$ cat src/rtl/segasys_hiscore_bridge.sv
// segasys_hiscore_bridge
// Hiscore access bridge between the external hiscore engine and NREG on-chip
// RAM regions. It halts the game with PAUSE_N, waits for the bus to settle,
// grants the window, then decodes strobes to the matching region. Reads are
// pipelined and return in order.
//
// Handshake: hs_stb is a one-cycle valid and hs_ack acts as ready. A transfer
// happens only on a cycle where both are 1. hs_ack never drops in the middle
// of a cycle, so a strobe is either fully accepted or fully ignored.
//
// Region ordering: REG_BASE and REG_MASK list region 0 first, so region 0
// sits in the most significant AW bits. sub_we[i] and sub_do[i*8 +: 8]
// belong to region i, with region 0 in the least significant position.
module segasys_hiscore_bridge #(
    parameter int NREG   = 4,
    parameter int AW     = 16,
    parameter int RD_LAT = 2,
    parameter int SETTLE = 8,
    parameter logic [NREG*AW-1:0] REG_BASE = {16'hC000, 16'hD000, 16'hE000, 16'hF000},
    parameter logic [NREG*AW-1:0] REG_MASK = {4{16'hF000}}
) (
    input  logic              clk40M,
    input  logic              reset,
    input  logic              hs_req,
    output logic              hs_ack,
    input  logic              hs_stb,
    input  logic              hs_we,
    input  logic [AW-1:0]     hs_ad,
    input  logic [7:0]        hs_di,
    output logic [7:0]        hs_do,
    output logic              hs_dv,
    output logic              hs_miss,
    input  logic              pause_user_n,
    output logic              PAUSE_N,
    output logic [AW-1:0]     sub_ad,
    output logic [7:0]        sub_di,
    output logic [NREG-1:0]   sub_we,
    input  logic [NREG*8-1:0] sub_do,
    output logic [1:0]        dbg_state
);

    localparam int IW = (NREG > 1) ? $clog2(NREG) : 1;
    localparam int CW = $clog2(SETTLE + 1);

    typedef enum logic [1:0] {IDLE = 2'd0, HALT = 2'd1, GRANT = 2'd2, DRAIN = 2'd3} state_t;

    state_t          state;
    logic [CW-1:0]   settle_cnt;
    logic            acc;
    logic            hit;
    logic [IW-1:0]   hit_idx;
    logic            next_idle;
    logic            pipe_busy;
    logic [7:0]      rd_sel;
    logic [RD_LAT-1:0] pipe_v;
    logic [RD_LAT-1:0] pipe_hit;
    logic [IW-1:0]   pipe_idx [RD_LAT];

    assign acc       = hs_stb & hs_ack;
    assign pipe_busy = |pipe_v;
    assign dbg_state = state;

    // Address decode: scan from the top so the lowest matching region wins.
    always_comb begin
        hit     = 1'b0;
        hit_idx = '0;
        for (int i = NREG - 1; i >= 0; i--) begin
            if ((hs_ad & REG_MASK[(NREG-1-i)*AW +: AW]) ==
                (REG_BASE[(NREG-1-i)*AW +: AW] & REG_MASK[(NREG-1-i)*AW +: AW])) begin
                hit     = 1'b1;
                hit_idx = IW'(i);
            end
        end
    end

    // Next-state-is-IDLE, so PAUSE_N releases on the same edge the FSM returns to IDLE.
    always_comb begin
        next_idle = 1'b0;
        case (state)
            IDLE:    next_idle = !hs_req;
            HALT:    next_idle = !hs_req;
            GRANT:   next_idle = 1'b0;
            DRAIN:   next_idle = !pipe_busy;
            default: next_idle = 1'b1;
        endcase
    end

    // Read-data mux for the region at the end of the read pipeline.
    always_comb begin
        rd_sel = 8'h00;
        for (int i = 0; i < NREG; i++) begin
            if (pipe_idx[RD_LAT-1] == IW'(i)) rd_sel = sub_do[i*8 +: 8];
        end
    end

    // Access-window FSM: halt the game, settle, grant, then drain outstanding reads.
    always_ff @(posedge clk40M or posedge reset) begin
        if (reset) begin
            state      <= IDLE;
            settle_cnt <= '0;
            hs_ack     <= 1'b0;
            PAUSE_N    <= 1'b1;
        end else begin
            PAUSE_N <= pause_user_n & next_idle;
            case (state)
                IDLE: begin
                    settle_cnt <= '0;
                    if (hs_req) state <= HALT;
                end
                HALT: begin
                    if (!hs_req) begin
                        state      <= IDLE;
                        settle_cnt <= '0;
                    end else if (settle_cnt == CW'(SETTLE - 1)) begin
                        state      <= GRANT;
                        settle_cnt <= '0;
                        hs_ack     <= 1'b1;
                    end else begin
                        settle_cnt <= settle_cnt + 1'b1;
                    end
                end
                GRANT: begin
                    if (!hs_req) begin
                        state  <= DRAIN;
                        hs_ack <= 1'b0;
                    end
                end
                DRAIN: begin
                    if (!pipe_busy) state <= IDLE;
                end
                default: begin
                    state  <= IDLE;
                    hs_ack <= 1'b0;
                end
            endcase
        end
    end

    // Strobe launch: drive the shared address/data bus and the one-hot write enable.
    always_ff @(posedge clk40M or posedge reset) begin
        if (reset) begin
            sub_ad  <= '0;
            sub_di  <= '0;
            sub_we  <= '0;
            hs_miss <= 1'b0;
        end else begin
            sub_we  <= '0;
            hs_miss <= acc & ~hit;
            if (acc) begin
                sub_ad <= hs_ad;
                if (hs_we) begin
                    sub_di <= hs_di;
                    if (hit) sub_we <= NREG'(1) << hit_idx;
                end
            end
        end
    end

    // Read pipeline: carry region index RD_LAT stages, then register the returned byte.
    always_ff @(posedge clk40M or posedge reset) begin
        if (reset) begin
            pipe_v   <= '0;
            pipe_hit <= '0;
            for (int k = 0; k < RD_LAT; k++) pipe_idx[k] <= '0;
            hs_dv    <= 1'b0;
            hs_do    <= 8'h00;
        end else begin
            pipe_v[0]   <= acc & ~hs_we;
            pipe_hit[0] <= hit;
            pipe_idx[0] <= hit_idx;
            for (int k = 1; k < RD_LAT; k++) begin
                pipe_v[k]   <= pipe_v[k-1];
                pipe_hit[k] <= pipe_hit[k-1];
                pipe_idx[k] <= pipe_idx[k-1];
            end
            hs_dv <= pipe_v[RD_LAT-1];
            if (pipe_v[RD_LAT-1]) hs_do <= pipe_hit[RD_LAT-1] ? rd_sel : 8'hFF;
        end
    end

endmodule
$ cat config.mk
export PLATFORM = sky130hd
export DESIGN_NAME = segasys_hiscore_bridge
export DESIGN_NICKNAME = d
export VERILOG_FILES = /design/src/rtl/segasys_hiscore_bridge.sv
export SDC_FILE = /design/constraint.sdc
export NUM_CORES = 1
export LEC_CHECK = 0
export ABC_AREA = 1
export CAP_MARGIN = 20
export CORE_MARGIN = 1.5
export CORE_UTILIZATION = 38
export CTS_BUF_LIST = sky130_fd_sc_hd__clkbuf_16
export DETAILED_ROUTE_END_ITERATION = 8
export PLACE_DENSITY = 0.77
export SYNTH_ARGS = -nofsm -noshare
export SYNTH_HDL_FRONTEND = slang
export SYNTH_SLANG_ARGS = --single-unit
$ cat constraint.sdc
create_clock -name clk40M -period 1.6 [get_ports clk40M]
set_input_delay 0.32 -clock clk40M [delete_from_list [all_inputs] [get_ports clk40M]]
set_output_delay 0.32 -clock clk40M [all_outputs]
set_load 0.02 [all_outputs]
==> reports/results.tsv <==
metric	value	unit
status	completed	
input/output buffers	103	
Worst-path clk slew	70	ps
TritonCTS clock tree	built	
Setup TNS	0	ps
PwrDens	851	nW/um2
Area Growth Syn to Fin	57.5	%
slew margin rel.	0.725	
crit path launch type	flop	
syn nets	305	
top-area cell type share of the netlist area	0.564	
ANT cells	0	
Antenna Violating Nets Remaining	0	
EDFF count, synth	0	
worst path cell trace	clkdlybuf4s50_1	
hold_buf cts	0	
placeable core area	5960	um2
Fmax	639	MHz
mean post-synth cell area	9.71	um2
DRT Pass-1 Iters	4	
CTS HTree Levels	2	
Seq/Total Area, Yosys	0.576	
initial antenna violation count	0	
Clk Latency, worst-skew pair	290	ps
Fillers	490	
Via Count	2016	
Data required, critical path	1280	ps
max incr delay on CP	610	ps
Die Height	81.6	um
first-pass GRT wire length	8780	um
Final Hold Viols	0	
Avg WL per Cell	13.5	um
Crit path arrival time	1250	ps
Critical Path Sink Type	primary output	
violation count after the first detailed-route iteration	126	
Netlist cell types	24	
HPWL after detailed placement	4350	um
drt total wl	5760	um
max cap viols	0	
share of cells above drive strength 1	0.0994	
Pleak	2.18	nW
most numerous cell in the Yosys netlist	nand2_1	
synthesized area	2350	um2
ys flop type	dfrtp_1	
GRT Total Usage	0.175	
Max VDD drop	0.439	mV
vias in the first global route	1960	
worst slew pin tran	412	ps
Setup violations, final	0	
RSZ-0062 raised after global routing	no	
CP delay by family, top	buffers and inverters	
total gr overflow	0	
hold_ws	349	ps
Worst Skew	7.56	ps
Die X	81.6	um
cell row count	28	
WS Path Type	flop to primary output	
FF+latch count, synth	54	
initial core utilization	0.395	
Post-Syn Instances	242	
Buf/Inv on CP	1	
full die area	6660	um2
Root Driver	clkbuf_16	
Synth async-reset ratio	1.00	
slowest CP cell	clkdlybuf4s50_1	
CTS Sinks	54	
Commonest cells post-synth	nand2_1, dfrtp_1, nor2_1	
Slew Limit Fails	0	
DRC violation count after routing	0	
Tcrit/Tclk final	0.978	
gp weighted congestion	0.756	
Inserted Clock Buffers	5	
final net count	414	
clock tree buffer depth	2	
I/O pins	104	
Hold Path Class	flop to flop	
top cells by area, synth	dfrtp_1, nand2_1, mux2_4	
YS warnings	0	
critical path peak fanout	2	
Tmin final	1570	ps
cell taking the most area after synthesis	dfrtp_1	
largest net degree at the start of global routing	31	
Vias per Instance	4.72	
==> state kept, by name, indices dropped and copies added, names as in the netlist, named ones only <==
register,cells
PAUSE_N,1
hs_miss,1
sub_ad,16
settle_cnt,4
pipe_hit,2
hs_ack,1
hs_dv,1
pipe_v,2
pipe_idx,4
sub_di,8
sub_we,4
hs_do,8
dbg_state,1
==> where the power goes <==
group	leakage [nW]	internal [mW]	switching, mW
combinational	1.42	0.319	0.281
clock	0.0689	0.572	0.456
sequential	0.700	1.45	0.0729
total	2.18	2.34	0.810
==> final cells by class <==
cell class / count / area [um2] / area share
flip-flops and latches: 54 / 1350 / 0.365
repair buffers: 109 / 1180 / 0.318
multi-input cells: 163 / 860 / 0.232
clock buffers: 5 / 125 / 0.0338
well taps: 75 / 93.8 / 0.0254
inverters: 18 / 76.3 / 0.0206
clock inverters: 3 / 16.3 / 0.00439
==> final timing paths <==
| path | cells after the start | to | startpoint | slack, ps |
|---|---|---|---|---|
| max | 1 | hs_do[5] | hs_do[5] | 30 |
| min | 0 | pipe_hit[1] | pipe_hit[0] | 350 |
| max reg2reg | 5 | hs_do[6] | pipe_idx[1] | 340 |
| min reg2reg | 0 | pipe_hit[1] | pipe_hit[0] | 350 |
| max in group asynchronous | 3 | sub_di[2] | reset | 750 |
| min in group asynchronous | 2 | sub_ad[0] | reset | 380 |
==> cells in the final DEF (no fill, tap or decap) <==
| cell type | count |
|---|---|
| a21boi_0 | 1 |
| a22o_1 | 1 |
| buf_12 | 2 |
| buf_4 | 4 |
| clkbuf_16 | 5 |
| clkdlybuf4s50_1 | 68 |
| clkinv_1 | 3 |
| clkinv_4 | 2 |
| clkinvlp_4 | 1 |
| dfrtp_1 | 53 |
| dfstp_2 | 1 |
| dlygate4sd2_1 | 3 |
| dlymetal6s2s_1 | 32 |
| ha_1 | 1 |
| inv_1 | 12 |
| inv_2 | 3 |
| mux2_4 | 14 |
| nand2_1 | 68 |
| nand2_2 | 2 |
| nand3_1 | 31 |
| nand4_1 | 1 |
| nor2_1 | 32 |
| nor2_2 | 1 |
| nor4_1 | 2 |
| o21ai_0 | 6 |
| o31ai_1 | 1 |
| or2_1 | 1 |
| xnor2_1 | 1 |
==> what timing repair did <==
action / in CTS / in global routing
buffers inserted: 0 / 0
gates resized for setup: 3 / 32
pin swaps: 0 / 0
endpoints found under the setup margin: 3 / 32
==> cell families after synthesis <==
family,after synthesis,share of synthesized area
compound gates,9,0.0229
xor+xnor,1,0.00373
fa+ha+maj,1,0.00532
buf+inv,25,0.0586
flops,54,0.576
mux,14,0.0895
simple gates,138,0.244
==> per-layer routing <==
layer	up-vias	global-route usage	share of wire
met5	-	0	0
met4	0	0.0508	0.011
met3	7	0.0678	0.11
met2	90	0.314	0.47
met1	925	0.191	0.41
li1	994	-	-
==> stage by stage <==
stage          power [mW]  setup slack (ps)  instances  utilization  cell area [um2]
6_report             3.15              34.9        427        0.621             3700
5_1_grt              3.32             0.606        427        0.621             3700
4_1_cts              3.21             0.618        427        0.608             3620
3_5_place_dp         2.17              92.4        419        0.585             3480
3_3_place_gp         2.16               114        419        0.585             3480
2_1_floorplan        1.83               445        242            -             2350
No activity file was read; power rests on OpenSTA's default activity.
